===== src/rtl/tick_timer_sched.sv =====
// Four-channel timeout scheduler: round-robin load port, per-channel down-counters
// on a selectable tick base, one-cycle registered ack and expire pulses.
module tick_timer_sched #(
    parameter int NCH = 4,
    parameter int CW  = 12
) (
    input  logic                mclk,
    input  logic                srst,
    input  logic [4:0]          tick,
    input  logic [NCH-1:0]      req,
    input  logic [3*NCH-1:0]    req_sel,
    input  logic [CW*NCH-1:0]   req_cnt,
    input  logic [NCH-1:0]      cancel,
    output logic [NCH-1:0]      ack,
    output logic [NCH-1:0]      busy,
    output logic [NCH-1:0]      expire,
    output logic [CW-1:0]       cnt_dbg
);

    logic [NCH-1:0] ack_reg;
    logic [NCH-1:0] busy_reg;
    logic [NCH-1:0] expire_reg;
    logic [NCH-1:0] eligible;
    logic [NCH-1:0] grant_next;
    logic [1:0]     rr_reg;
    logic [1:0]     grant_idx;
    logic [1:0]     scan_idx;
    logic           grant_any;
    logic [CW-1:0]  ctr_arr [NCH];

    // A channel still showing ack is masked so a held req is never granted twice.
    always_comb begin
        eligible   = req & ~ack_reg & ~cancel;
        grant_any  = 1'b0;
        grant_idx  = rr_reg;
        scan_idx   = rr_reg;
        for (int k = 0; k < NCH; k++) begin
            scan_idx = rr_reg + 2'(k);
            if (!grant_any && eligible[scan_idx]) begin
                grant_any = 1'b1;
                grant_idx = scan_idx;
            end
        end
        grant_next = grant_any ? ({{(NCH-1){1'b0}}, 1'b1} << grant_idx) : '0;
    end

    always_ff @(posedge mclk) begin
        if (srst) begin
            ack_reg <= '0;
            rr_reg  <= 2'd0;
        end else begin
            ack_reg <= grant_next;
            if (grant_any) begin
                rr_reg <= grant_idx + 2'd1;
            end
        end
    end

    generate
        for (genvar gi = 0; gi < NCH; gi++) begin : g_ch
            logic          busy_ch_reg;
            logic          expire_ch_reg;
            logic [CW-1:0] ctr_ch_reg;
            logic [2:0]    base_ch_reg;
            logic [2:0]    sel_in;
            logic          tick_hit;

            assign sel_in = req_sel[3*gi +: 3];

            always_comb begin
                case (base_ch_reg)
                    3'd0:    tick_hit = tick[0];
                    3'd1:    tick_hit = tick[1];
                    3'd2:    tick_hit = tick[2];
                    3'd3:    tick_hit = tick[3];
                    default: tick_hit = tick[4];
                endcase
            end

            // Priority: cancel, then (re)load, then count; a load discards same-edge ticks/expiry.
            always_ff @(posedge mclk) begin
                if (srst) begin
                    busy_ch_reg   <= 1'b0;
                    expire_ch_reg <= 1'b0;
                    ctr_ch_reg    <= '0;
                    base_ch_reg   <= 3'd0;
                end else begin
                    expire_ch_reg <= 1'b0;
                    if (cancel[gi]) begin
                        busy_ch_reg <= 1'b0;
                        ctr_ch_reg  <= '0;
                    end else if (grant_next[gi]) begin
                        busy_ch_reg <= 1'b1;
                        ctr_ch_reg  <= req_cnt[CW*gi +: CW];
                        base_ch_reg <= (sel_in > 3'd4) ? 3'd4 : sel_in;
                    end else if (busy_ch_reg) begin
                        if (ctr_ch_reg == '0) begin
                            // Zero-count load expires on the first edge after arming.
                            busy_ch_reg   <= 1'b0;
                            expire_ch_reg <= 1'b1;
                        end else if (tick_hit) begin
                            if (ctr_ch_reg == CW'(1)) begin
                                busy_ch_reg   <= 1'b0;
                                expire_ch_reg <= 1'b1;
                            end
                            ctr_ch_reg <= ctr_ch_reg - CW'(1);
                        end
                    end
                end
            end

            assign busy_reg[gi]   = busy_ch_reg;
            assign expire_reg[gi] = expire_ch_reg;
            assign ctr_arr[gi]    = ctr_ch_reg;
        end
    endgenerate

    assign ack     = ack_reg;
    assign busy    = busy_reg;
    assign expire  = expire_reg;
    assign cnt_dbg = ctr_arr[req_sel[1:0]];

endmodule


===== config.mk =====
export PLATFORM = sky130hd
export DESIGN_NAME = tick_timer_sched
export DESIGN_NICKNAME = d
export VERILOG_FILES = /design/src/rtl/tick_timer_sched.sv
export SDC_FILE = /design/constraint.sdc
export NUM_CORES = 1
export LEC_CHECK = 0
export BUFFER_PORTS_ARGS = -buffer_cell sky130_fd_sc_hd__clkbuf_2
export CAP_MARGIN = 40
export CORE_ASPECT_RATIO = 1.2
export CORE_MARGIN = 8
export CORE_UTILIZATION = 40
export DETAILED_ROUTE_END_ITERATION = 10
export PLACE_DENSITY = 0.63
export SYNTH_ARGS = -nofsm -noshare
export SYNTH_HDL_FRONTEND = slang
export SYNTH_SLANG_ARGS = --single-unit
export TNS_END_PERCENT = 5

===== constraint.sdc =====
create_clock -name mclk -period 5.71 [get_ports mclk]
set_input_delay 0 -clock mclk [delete_from_list [all_inputs] [get_ports mclk]]
set_output_delay 0 -clock mclk [all_outputs]
set_load 0.005 [all_outputs]

### Yosys cells after proc, flatten, opt, wreduce, memory -nomap -nowiden

Index checks and enable logic that the tools add are counted.

| storage, ports and cells | value |
|---|---|
| register bits | 74 |
| input bits | 75 |
| output and inout bits | 24 |
| logic and storage cells | 182 |

| operators by class | value |
|---|---|
| $add $sub $neg | 8 |
| order comparisons | 9 |
| equality and inequality tests | 20 |
| shifts and indexed selects | 1 |
| mux-type cells | 75 |
| bitwise operators | 13 |
| reduce and logical (&&, ||, !) cells | 38 |

Operators with widths:

| cell | count |
|---|---|
| 12-bit 2-to-1 mux | 18 |
| 12-bit by 1-bit equality test with 1-bit output (second input constant) | 4 |
| 12-bit logical NOT | 4 |
| 12-bit by 1-bit subtractor with 12-bit output (second input constant) | 4 |
| 1-bit 2-to-1 mux | 40 |
| 12-bit binary-select mux with 2-bit select | 1 |
| 3-bit by 2-bit equality test with 1-bit output (second input constant) | 8 |
| 1-bit case mux with 4 select lines | 4 |
| 2-bit nonzero test | 8 |
| 4-bit OR reduction | 4 |
| 3-bit by 1-bit equality test with 1-bit output (second input constant) | 4 |
| 3-bit > comparator (second input constant) | 4 |
| 3-bit logical NOT | 4 |
| 2-bit by 3-bit < comparator with 1-bit output (second input constant) | 4 |
| 3-bit 2-to-1 mux | 4 |
| 3-bit AND reduction | 4 |
| 4-bit bitwise AND | 2 |
| 1-bit binary-select mux with 2-bit select | 4 |
| 2-bit != test (second input constant) | 4 |
| 1-bit inverter | 8 |
| 4-bit inverter | 2 |
| 2-bit AND reduction | 4 |
| 2-bit OR reduction | 4 |
| 2-bit 2-to-1 mux | 3 |
| other kinds (8) | 14 |

### Depth between registers and ports, before layout

Gate-level depths: netlist of the first run.

| depth | value |
|---|---|
| depth in word-level cells | 19 |
| depth in mapped cells | 12 |
| depth with buffers taken out | 10 |

### Least setup slack after synthesis of the first run

No wires, ideal clock.

| timing | value |
|---|---|
| kind | flip-flop to flip-flop |
| start point | register ack_reg[1] (netlist: ack[1]) |
| end point | register g_ch[0].busy_ch_reg |
| setup time | 0.133 ns |
| data arrival time | 2.417 ns |
| data required time | 5.577 ns |
| slack | 3.160 ns |
| cell stages (with the launch flop) | 11 |
| path buffers | 2 |
| period minus slack after synthesis | 2.550 ns |
| cell sequence | dfxtp_1 -> nor3b_1 -> o22ai_1 -> a22oi_1 -> o21a_1 -> inv_1 -> ha_1 -> o41ai_1 -> clkbuf_1 -> clkbuf_1 -> a21oi_1 |

| on the way | value |
|---|---|
| cells in the longest elaborated chain, start to end | 18 |
| elaborated cells between the ends (all ways) | 27 |
| classes of those cells | 1 x shift; 17 x mux; 3 x bitwise; 6 x reduce/logical |

RTL lines:

| what | RTL line | source |
|---|---|---|
| start, declared | 20 | `logic [NCH-1:0] ack_reg;` |
| start signal, assigned | 52 | `ack_reg <= grant_next;` |
| 4-bit inverter * | 33 | `eligible = req & ~ack_reg & ~cancel;` |
| 4-bit bitwise AND * (2 in a row) | 33 |  |
| 1-bit binary-select mux with 2-bit select | 39 | `if (!grant_any && eligible[scan_idx]) begin` |
| 1-bit 2-to-1 mux (implied by the code) | 39 |  |
| 1-bit 2-to-1 mux | 39 |  |
| 1-bit logical NOT | 39 |  |
| 1-bit logical AND | 39 |  |
| 1-bit 2-to-1 mux | 39 |  |
| 1-bit logical NOT | 39 |  |
| 1-bit logical AND | 39 |  |
| 1-bit 2-to-1 mux | 39 |  |
| 1-bit logical NOT | 39 |  |
| 1-bit logical AND | 39 |  |
| 2-bit 2-to-1 mux | 39 |  |
| 1-bit by 2-bit << shifter with 4-bit output | 44 | `grant_next = grant_any ? ({{(NCH-1){1'b0}}, 1'b1} << grant_idx) : '0;` |
| 4-bit 2-to-1 mux * | 44 |  |
| 1-bit 2-to-1 mux * | 92 | `end else if (grant_next[gi]) begin` |
| end signal, assigned | 90 | `busy_ch_reg <= 1'b0;` |
| end signal, assigned | 93 | `busy_ch_reg <= 1'b1;` |
| end signal, assigned | 99 | `busy_ch_reg <= 1'b0;` |
| end, declared | 61 | `logic busy_ch_reg;` |

Mark *: on every way between the ends. The rest lies on a longest branch, timed or not. The select of a mux whose other input is x is not followed.
A chain may end at the register's enable or synchronous reset.

### Worst setup path after layout of the first run

| timing | value |
|---|---|
| start point | register ack_reg[1] (netlist: ack[1]) |
| end point | register g_ch[0].ctr_ch_reg[4] |

| on the way | value |
|---|---|
| cells in the longest elaborated chain, start to end | 19 |
| elaborated cells between the ends (all ways) | 31 |
| classes of those cells | 1 x eq/ne; 1 x shift; 17 x mux; 3 x bitwise; 9 x reduce/logical |

RTL lines:

| what | RTL line | source |
|---|---|---|
| 4-bit inverter * | 33 |  |
| 4-bit bitwise AND * (2 in a row) | 33 |  |
| 1-bit binary-select mux with 2-bit select | 39 |  |
| 1-bit 2-to-1 mux (implied by the code) | 39 |  |
| 1-bit 2-to-1 mux | 39 |  |
| 1-bit logical NOT | 39 |  |
| 1-bit logical AND | 39 |  |
| 1-bit 2-to-1 mux | 39 |  |
| (+2 left out) | -- |  |
| 1-bit 2-to-1 mux | 39 |  |
| 1-bit logical NOT | 39 |  |
| 1-bit logical AND | 39 |  |
| 2-bit 2-to-1 mux | 39 |  |
| 1-bit by 2-bit << shifter with 4-bit output | 44 |  |
| 4-bit 2-to-1 mux * | 44 |  |
| 2-bit != test (no line) or 2-bit nonzero test (tied branches) | -- |  |
| 3-bit AND reduction (no line) | -- |  |
| end signal, assigned | 94 | `ctr_ch_reg <= req_cnt[CW*gi +: CW];` |
| end signal, assigned | 106 | `ctr_ch_reg <= ctr_ch_reg - CW'(1);` |
| end, declared | 63 | `logic [CW-1:0] ctr_ch_reg;` |

Marks and branches as above.

==> results of run 1 <==
through the flow:
stage / total power [mW] / std cells
2_1_floorplan: 0.9625 / 534
3_3_place_gp: 1.092 / 759
3_5_place_dp: 1.102 / 761
4_1_cts: 1.698 / 831
5_1_grt: 1.786 / 832
6_report: 1.687 / 832
cells by family after synthesis:
family | synth area share
flops | 0.3240
mux | 0.09278
simple gates | 0.2228
compound gates | 0.2042
fa+ha+maj | 0.03284
buf+inv | 0.05254
xor+xnor | 0.07088
Yosys cell counts, types with 3 or more instances:
library cell / instances / share of area
nand4_1: 10 / 0.014
buf_4: 9 / 0.015
a211oi_1: 3 / 0.0049
and4_1: 3 / 0.0057
or3_1: 8 / 0.011
xnor2_1: 24 / 0.046
o31ai_1: 4 / 0.0066
inv_1: 17 / 0.014
ha_1: 12 / 0.033
nor3b_1: 6 / 0.0099
mux2i_1: 6 / 0.013
a31oi_1: 4 / 0.0055
o21ai_0: 62 / 0.068
xor2_1: 13 / 0.025
nor3_1: 21 / 0.023
nor4_1: 22 / 0.030
nor4b_1: 3 / 0.0057
o22ai_1: 3 / 0.0041
a21oi_1: 63 / 0.069
nand3b_1: 10 / 0.016
dfxtp_1: 74 / 0.32
mux4_2: 14 / 0.069
nand2_1: 17 / 0.014
or4_1: 9 / 0.015
clkbuf_1: 20 / 0.016
nor2_1: 28 / 0.023
nand3_1: 18 / 0.020
o41ai_1: 5 / 0.0096
per-layer routing:
| metal | vias up | track usage |
|---|---|---|
| met3 | 21 | 0.04747 |
| met1 | 2142 | 0.2199 |
| met2 | 134 | 0.3086 |
| met4 | 0 | 0.06751 |
| met5 | - | 0 |
| li1 | 2301 | - |
critical path: stages, from the launching register on:
cell	delay, ns
dfxtp_1	0.31
nor3b_1	0.37
buf_4	0.26
o22ai_1	0.08
a22oi_1	0.19
o21a_1	0.23
inv_1	0.09
ha_1	0.23
o41ai_2	0.06
buf_4	0.33
nand2_1	0.09
nor4_1	0.17
nor3_1	0.08
layout by cell type (no fill, tap or decap), types with 18 or more instances in the layout:
master / Yosys / final
clkbuf_2: 0 / 98
nor4_1: 22 / 22
nand3_1: 18 / 18
nor2_1: 28 / 28
a21oi_1: 63 / 63
dlygate4sd3_1: 0 / 54
dfxtp_1: 74 / 74
o21ai_0: 62 / 62
nor3_1: 21 / 21
xnor2_1: 24 / 24
area by class of cell:
type                            instances  area, µm²  area share
Sequential cell                        74       1481      0.2465
Tap cell                              154      192.7     0.03206
Antenna cell                            1      2.502   0.0004164
Clock buffer                           15      297.8     0.04955
Timing Repair Buffer                  160       1086      0.1807
Clock inverter                          1      5.005   0.0008328
Multi-Input combinational cell        410       2880      0.4793
Inverter                               17      63.81     0.01062
worst max path at each step:
stage	slack (ns)	cells after the start	from	end
after detailed placement	3.09	12	ack[1]	g_ch[0].ctr_ch_reg[4]
after global placement	3.16	10	ack[2]	g_ch[3].base_ch_reg[1]
final	3.08	12	ack[1]	g_ch[0].ctr_ch_reg[4]
after CTS	3.08	12	ack[1]	g_ch[0].ctr_ch_reg[4]
after global routing	2.83	12	ack[1]	g_ch[0].ctr_ch_reg[4]
after floorplan	3.16	10	ack[1]	g_ch[0].busy_ch_reg
power by group through the flow:
stage          combinational [mW]  clock, mW  sequential [mW]
6_report                    0.505      0.563            0.618
5_1_grt                     0.562      0.599            0.625
2_1_floorplan               0.356          0            0.606
3_5_place_dp                0.473          0            0.628
3_3_place_gp                0.465          0            0.627
4_1_cts                     0.505      0.576            0.618
what timing repair did:
item,CTS,global route
endpoints found under the hold margin,56,0
setup endpoints to repair,0,0
hold buffers,54,0
==> summary.txt, run 1 <==
Status - finished, final reports clean
Reg2reg start - ack[1]
FP Rows - 42
Final net count - 759
Min Clock Period, post-route - 2.631 ns
Pwr/cell area - 280.7 mW/mm²
IO buf count - 98
Post-CTS sizing - 0
Antenna-violating nets left - 0
Hold Path Cell Cnt - 3
EDFF count, synth - 0
RSZ-0062 raised after global routing - false
Syn Inst Count - 534
Cell Area, Synth - 0.004572 mm²
Highest metal used - met4
Max reg flops - 48
Worst EP required - 5.93 ns
Max cap viols - 0
Die area - 0.01512 mm²
Maximum vdd drop - 136.2 µV
Pleak - 2.272 nW
R2R cell count - 12
Longest Clk Path Bufs - 2
#FFs+latches synth - 74
Worst R2R Setup Slack - 3.08 ns
Post-route worst setup slack - 3.079 ns
Fillcell total - 1053
Routability cong. - 0.9007
DRC - 0
Hold EP - g_ch[1].ctr_ch_reg[11]
Die X - 113.6 µm
Syn nets - 621
Num CTS Buffers - 9
Seq/Total Area, Yosys - 0.3240
Initial DRT Pass Iterations - 4
Global Route Usage Sum - 0.1839
Largest driver fanout on the critical path - 31
WL/cell - 16.55 µm
Initial DRC count - 221
Area delta synth->final - 31.44%
H-tree depth - 3
Hold crit path type - input pin to flip-flop
Setup Buffers After CTS - 0
Fin crit share - 0.4607
First-pass GRT wire length - 22.47 mm
Hold Path Origin - req_cnt[23]
Worst skew pair latency - 0.34 ns
Avg Inst Size Synth - 8.562 µm²
RR Endpoint - g_ch[0].ctr_ch_reg[4]
DR WL met2 - 6.646 mm
Sum Neg Setup Slack - 0 ns
Pin count of the biggest net entering global routing - 33
Chip height - 133.1 µm
Comb pwr share - 0.300
TritonCTS clock tree - yes
Fin. max-slew vios - 0
Fin area - 0.006010 mm²
Sw Share - 0.3295
Kind of critical path - flip-flop to flip-flop
Share of layout cells above drive strength 1 - 0.2260
Hold Slack - 0.01274 ns
Post-synth ARST share - 0
Initial core utilization - 0.4123
Final hold viol count - 0
Worst Tran Pin Value - 0.7744 ns
Final Util - 0.5420
Clk pwr share - 0.334
Switch Pwr - 555.9 µW
Antenna violations before repair - 1
Yosys warning total - 0
Wirelength, routed - 13.77 mm
Sequential share of power - 0.367
Final HPWL DP - 10.45 mm
Worst setup SP type - flip-flop
Grt ovf - 0
Vias in the first global route - 4512
WP data arrival - 2.85 ns
M1 WL - 5.792 mm
Skew final - 0.006998 ns
Vias - 4598
Setup WS pre-CTS - 3.089 ns
Area of the core - 0.01109 mm²
Ports - 99
Post-synth cell types - 60
CTS Sinks - 74
Critical Path End Type - flip-flop
Worst slew margin - 0.4798
Top FF cell, synth - dfxtp_1
CTS Root Cell - clkbuf_16
Wire length on met3 - 1.025 mm
Final setup violation count - 0
Clock slew at reported path FFs - 0.06 ns
Routed vias/inst - 5.526
Peak Freq - 0.3801 GHz
Int Pwr - 1.131 mW
Dpl cell area - 0.005164 mm²
No activity file was read; power rests on OpenSTA's default activity.
==> run 2, diff against run 1 <==
- clock period: 5.71 -> 2.5 ns (I/O delays scaled with it)
==> summary.txt, run 2 (synthesized netlist as in run 1, its figures left out) <==
Status - finished, violations left
Violated checks - negative hold slack
DRC - 0 (unchanged)
Fillcell total - 1011 (-4.0%)
Post-route worst setup slack - 0.08218 ns (-2.997 ns)
Routed vias/inst - 5.524 (about the same)
Post-route insts no fill - 846 (+1.7%)
Setup WS pre-CTS - -0.01690 ns (-3.106 ns)
Antenna violations before repair - 0 (-1)
Ports - 99 (unchanged)
Switch Pwr - 1.350 mW (+140%)
Hold crit path type - input pin to flip-flop
Worst Tran Pin Value - 0.8451 ns (+0.07077 ns)
TritonCTS clock tree - yes
Worst R2R Setup Slack - 0.08 ns (-3.00 ns)
R2R cell count - 11 (-1)
Global Route Usage Sum - 0.1874 (+0.003589)
Maximum vdd drop - 335.0 µV (+150%)
Peak Freq - 0.4136 GHz (+8.8%)
Longest Clk Path Bufs - 2 (unchanged)
IO buf count - 98 (unchanged)
Sequential share of power - 0.337 (-0.030)
Share of layout cells above drive strength 1 - 0.2500 (+0.02400)
Reg2reg start - ack[2]
Sw Share - 0.3234 (-0.006137)
Clock slew at reported path FFs - 0.06 ns (about the same)
Largest driver fanout on the critical path - 14 (-55%)
Final net count - 774 (+2.0%)
Chip height - 133.1 µm (unchanged)
Area delta synth->final - 36.48%
Final HPWL DP - 10.76 mm (+2.9%)
Die X - 113.6 µm (unchanged)
First-pass GRT wire length - 23.07 mm (+2.7%)
Die area - 0.01512 mm² (unchanged)
Worst slew margin - 0.4345 (-0.04529)
Setup crit start - ack[2]
Wirelength, routed - 14.26 mm (+3.5%)
Fin crit share - 0.9671 (+0.5064)
# diodes - 0 (-1)
Commonest non-fill, non-tap cell in the layout - clkbuf_2
Post-Place Cells - 772 (+1.4%)
Initial DRC count - 248 (+12%)
WP data arrival - 2.69 ns (-0.16 ns)
Hold Slack - -0.007058 ns (-0.01979 ns)
Pwr/cell area - 668.8 mW/mm² (+140%)
Fin. max-slew vios - 0 (unchanged)
Initial core utilization - 0.4123 (unchanged)
Worst setup SP type - flip-flop
RR Endpoint - g_ch[1].base_ch_reg[2]
Initial DRT Pass Iterations - 8 (+4)
Antenna-violating nets left - 0 (unchanged)
Kind of critical path - flip-flop to flip-flop
RSZ-0062 raised after global routing - true
Skew final - 0.005457 ns (-0.001541 ns)
H-tree depth - 3 (unchanged)
Vias in the first global route - 4687 (+3.9%)
Min Clock Period, post-route - 2.418 ns (-0.2128 ns)
Pleak - 2.388 nW (+5.1%)
Worst skew pair latency - 0.34 ns (about the same)
Area of the core - 0.01109 mm² (unchanged)
Critical Path End Type - flip-flop
Max reg flops - 48 (unchanged)
Critical Path End - g_ch[1].base_ch_reg[2]
Final hold viol count - 1 (+1)
Num CTS Buffers - 9 (unchanged)
Final setup violation count - 0 (unchanged)
Worst EP required - 2.77 ns (-3.16 ns)
Vias - 4673 (+1.6%)
Grt ovf - 0 (unchanged)
Int Pwr - 2.824 mW (+150%)
CTS Root Cell - clkbuf_16
WL/cell - 16.85 µm (+1.8%)
Pin count of the biggest net entering global routing - 29 (-12%)
Comb pwr share - 0.311 (+0.011)
CTS Sinks - 74 (unchanged)
Commonest cells after routing, fill and taps aside - 98 x clkbuf_2, 74 x dfxtp_1, 63 x a21oi_1
Max cap viols - 0 (unchanged)
FP Rows - 42 (unchanged)
Routability cong. - 0.9378 (+4.1%)
Clk pwr share - 0.351 (+0.017)
## run 2: power groups by stage
stage / combinational, mW / sequential (mW) / clock (mW)
CTS: 1.23 / 1.40 / 1.48
finish: 1.30 / 1.41 / 1.47
detailed placement: 1.15 / 1.43 / 0
global placement: 1.13 / 1.43 / 0
global route: 1.44 / 1.42 / 1.52
floorplan: 0.814 / 1.39 / 0
## run 2: routing by layer
metal	vias to the layer above	global-route usage	wire (µm)	part of all wire
met1	2200	0.2318	6435	0.45
met5	-	0	0	0
met3	20	0.03481	672	0.047
met2	125	0.3149	6876	0.48
met4	0	0.06973	274	0.019
li1	2328	-	-	-
## run 2: how the worst min path moves through the flow
stage               cells after the start  slack (ns)                endpoint         from
floorplan                               2        0.14   g_ch[0].ctr_ch_reg[1]   req_cnt[1]
global placement                        3        0.25  g_ch[2].ctr_ch_reg[11]  req_cnt[35]
detailed placement                      3        0.25  g_ch[2].ctr_ch_reg[11]  req_cnt[35]
CTS                                     3       0.003   g_ch[0].ctr_ch_reg[3]   req_cnt[3]
global route                            3        0.02   g_ch[0].ctr_ch_reg[3]   req_cnt[3]
finish                                  3      -0.007  g_ch[3].ctr_ch_reg[11]  req_cnt[47]
## run 2: critical path, cell delays in order (launching register included)
cell and delay [ns]:
dfxtp_1 0.31, or3b_2 0.51, nor2_2 0.13, o21ai_0 0.10, a21oi_1 0.24, a21oi_1 0.11
ha_1 0.24, o41ai_4 0.10, buf_4 0.23, buf_6 0.16, o21ai_0 0.09, a21oi_1 0.14
## run 2: metrics by stage
step                  util  cell area, µm²   TNS, ns  total power [mW]
floorplan                -            4578         0             2.199
global placement    0.4756            5274         0             2.552
detailed placement  0.4761            5279  -0.01690             2.583
CTS                 0.5545            6148         0             4.116
global route        0.5627            6240   -0.1502             4.386
finish              0.5627            6240         0             4.173
## run 2: timing repair
item	4_1_cts	5_1_grt
hold endpoints to repair	55	0
hold buffers	53	0
buffers inserted	0	3
resized for setup	0	13
endpoints found under the setup margin	0	16
## run 2: area by class of cell
cell class                 count  area [µm²]  share of cell area
clock buffer                  12       266.5             0.04271
multi-input combinational    410        2913              0.4668
sequential                    74        1481              0.2374
clock inverter                 4       72.57             0.01163
timing repair buffer         175        1250              0.2003
inverter                      17       63.81             0.01023
tap                          154       192.7             0.03088
==> run 3, diff against run 2 <==
- SETUP_SLACK_MARGIN: default -> 0.3
==> summary.txt, run 3 (synthesized netlist as in run 1, its figures left out) <==
Initial core utilization - 0.4123 (unchanged)
Longest Clk Path Bufs - 2 (unchanged)
Grt ovf - 0 (unchanged)
Routability cong. - 0.9258 (-1.3%)
Worst R2R Setup Slack - 0.16 ns (+0.08 ns)
Most used routing layer - met2
Int Pwr - 2.805 mW (-0.68%)
Met1 track demand over resource - 0.2522 (+0.02041)
CTS Sinks - 74 (unchanged)
Commonest non-fill, non-tap cell in the layout - clkbuf_2
Delay-heaviest family, CP - compound AO/OA/AOI/OAI gates
Worst path max stage delay - 0.44 ns (-0.07 ns)
Final HPWL DP - 10.86 mm (+0.92%)
Area of the multi-input gates - 0.003127 mm² (+7.3%)
Hold crit path type - input pin to flip-flop
Critical Path End Type - flip-flop
Comb pwr share - 0.374 (+0.063)
Kind of critical path - flip-flop to flip-flop
CTS Root Cell - clkbuf_16
Antenna-violating nets left - 0 (unchanged)
Num CTS Buffers - 9 (unchanged)
CP cell instances - or3b_4, o22ai_4, a22oi_2, o21a_1, buf_4, inv_4, ha_4, o41ai_4, buf_4, buf_4, o21ai_1, a21oi_1
Critical Path End - g_ch[0].ctr_ch_reg[5]
Setup crit start - ack[0]
Worst skew pair latency - 0.34 ns (about the same)
Worst Tran Pin Value - 0.8611 ns (+0.01596 ns)
Largest driver fanout on the critical path - 10 (-4)
Post-route insts no fill - 866 (+2.4%)
Die X - 113.6 µm (unchanged)
Sw Share - 0.3415 (+0.01815)
Area of the core - 0.01109 mm² (unchanged)
TritonCTS clock tree - yes
Violated checks - negative hold slack
Status - finished, violations left
Share of layout cells above drive strength 1 - 0.3104 (+0.06039)
Hold Slack - -0.007490 ns (-0.0004328 ns)
Clock slew at reported path FFs - 0.06 ns (about the same)
WP depth - 12 (+1)
Min Clock Period, post-route - 2.342 ns (-0.07547 ns)
Worst setup SP type - flip-flop
Max cap viols - 0 (unchanged)
Global Route Usage Sum - 0.2054 (+0.01796)
Met2 usage - 0.3389 (+0.02404)
Maximum vdd drop - 322.5 µV (-3.7%)
WP data arrival - 2.56 ns (-0.13 ns)
Register area - 0.001485 mm² (+0.25%)
Most used cell, CP - buf_4
Vias - 4914 (+5.2%)
Skew final - 0.006351 ns (+0.0008938 ns)
First-pass GRT wire length - 25.04 mm (+8.5%)
Fin crit share - 0.9369 (-0.03019)
Initial DRC count - 262 (+5.6%)
Chip height - 133.1 µm (unchanged)
Reg2reg start - ack[0]
Final hold viol count - 1 (unchanged)
DRC - 0 (unchanged)
Switch Pwr - 1.455 mW (+7.8%)
Final setup violation count - 0 (unchanged)
Peak Freq - 0.4269 GHz (+3.2%)
Pleak - 2.530 nW (+6.0%)
R2R cell count - 12 (+1)
IO buf count - 98 (unchanged)
Post-Place Cells - 769 (-0.39%)
Antenna violations before repair - 0 (unchanged)
Sum Neg Setup Slack - 0 ns (unchanged)
Worst path bufs/invs - 4 (+2)
Fillcell total - 989 (-2.2%)
Final net count - 796 (+2.8%)
Commonest cells after routing, fill and taps aside - 98 x clkbuf_2, 71 x dfxtp_1, 59 x a21oi_1
Wirelength, routed - 15.38 mm (+7.8%)
WL/cell - 17.76 µm (+5.4%)
Ports - 99 (unchanged)
Vias in the first global route - 4958 (+5.8%)
Max reg flops - 48 (unchanged)
Met3 Resource Use GR - 0.04973 (+0.01492)
Area delta synth->final - 44.99%
RR Endpoint - g_ch[0].ctr_ch_reg[5]
FP Rows - 42 (unchanged)
Pin count of the biggest net entering global routing - 19 (-34%)
Clk pwr share - 0.292 (-0.059)
Die area - 0.01512 mm² (unchanged)
Sequential share of power - 0.334 (-0.003)
Routed vias/inst - 5.674 (+2.7%)
Worst EP required - 2.72 ns (-0.05 ns)
H-tree depth - 3 (unchanged)
Pwr/cell area - 642.6 mW/mm² (-3.9%)
RSZ-0062 raised after global routing - true
Fin. max-slew vios - 0 (unchanged)
Critical path's slowest cell - or3b_4
Worst slew margin - 0.4238 (-0.01068)
Initial DRT Pass Iterations - 5 (-3)
# diodes - 0 (unchanged)
[run 3: cell types whose count changed in the layout (fill, tap and decap cells not counted), moves of 4 or more]
cell	before	now
o21ai_1	3	19
ha_1	12	8
buf_4	17	29
o21ai_0	59	38
o21ai_2	0	5
ha_4	0	4
a21oi_1	63	59
[run 3: worst min path at each step]
stage	depth (start not counted)	to	start	slack (ns)
after global routing	3	g_ch[0].ctr_ch_reg[7]	req_cnt[7]	-0.005
after global placement	3	g_ch[0].ctr_ch_reg[1]	req_cnt[1]	0.23
after detailed placement	3	g_ch[0].ctr_ch_reg[1]	req_cnt[1]	0.24
after floorplan	2	g_ch[0].ctr_ch_reg[1]	req_cnt[1]	0.14
final	3	g_ch[0].ctr_ch_reg[7]	req_cnt[7]	-0.007
after CTS	3	g_ch[0].ctr_ch_reg[4]	req_cnt[4]	0.004
[run 3: metal layers]
layer  share of wire  routed length [µm]
met1            0.44                6791
met2            0.47                7275
met3           0.064                 982
met4           0.021                 327
met5               0                   0
[run 3: power by group through the flow]
| stage | sequential (mW) | clock (mW) | combinational (mW) |
|---|---|---|---|
| final | 1.42 | 1.24 | 1.59 |
| after detailed placement | 1.43 | 0 | 1.15 |
| after CTS | 1.41 | 1.26 | 1.49 |
| after floorplan | 1.39 | 0 | 0.820 |
| after global routing | 1.44 | 1.32 | 1.72 |
| after global placement | 1.43 | 0 | 1.14 |
[run 3: final cells by class]
class / instances / area share
multi-input cells: 410 / 0.4717
clock inverters: 4 / 0.006795
repair buffers: 197 / 0.2239
flip-flops and latches: 74 / 0.2240
clock buffers: 10 / 0.03454
inverters: 17 / 0.01000
well taps: 154 / 0.02907
[run 3: tightest hold or removal path, cell delays in order]
cell and delay (ns):
clkbuf_2 0.10, o21ai_2 0.14, nor3_2 0.05
[run 3: per-stage QoR]
stage               utilization  power, mW  worst slack, ns  cell area, µm²
floorplan                     -      2.206           0.2948            4592
global placement         0.4752      2.565           0.1965            5269
detailed placement       0.4756      2.585          0.04648            5274
CTS                      0.5861      4.167           0.2649            6499
global route             0.5978      4.481          0.07795            6629
finish                   0.5978      4.259           0.1577            6629
[run 3: repair_timing]
action                                  CTS  global route
hold buffers                             56             0
resized for setup                        45            38
setup buffers                            16             4
pin swaps                                 5             8
endpoints found under the setup margin   61            68
endpoints found under the hold margin    58             0
gates cloned                              6             1
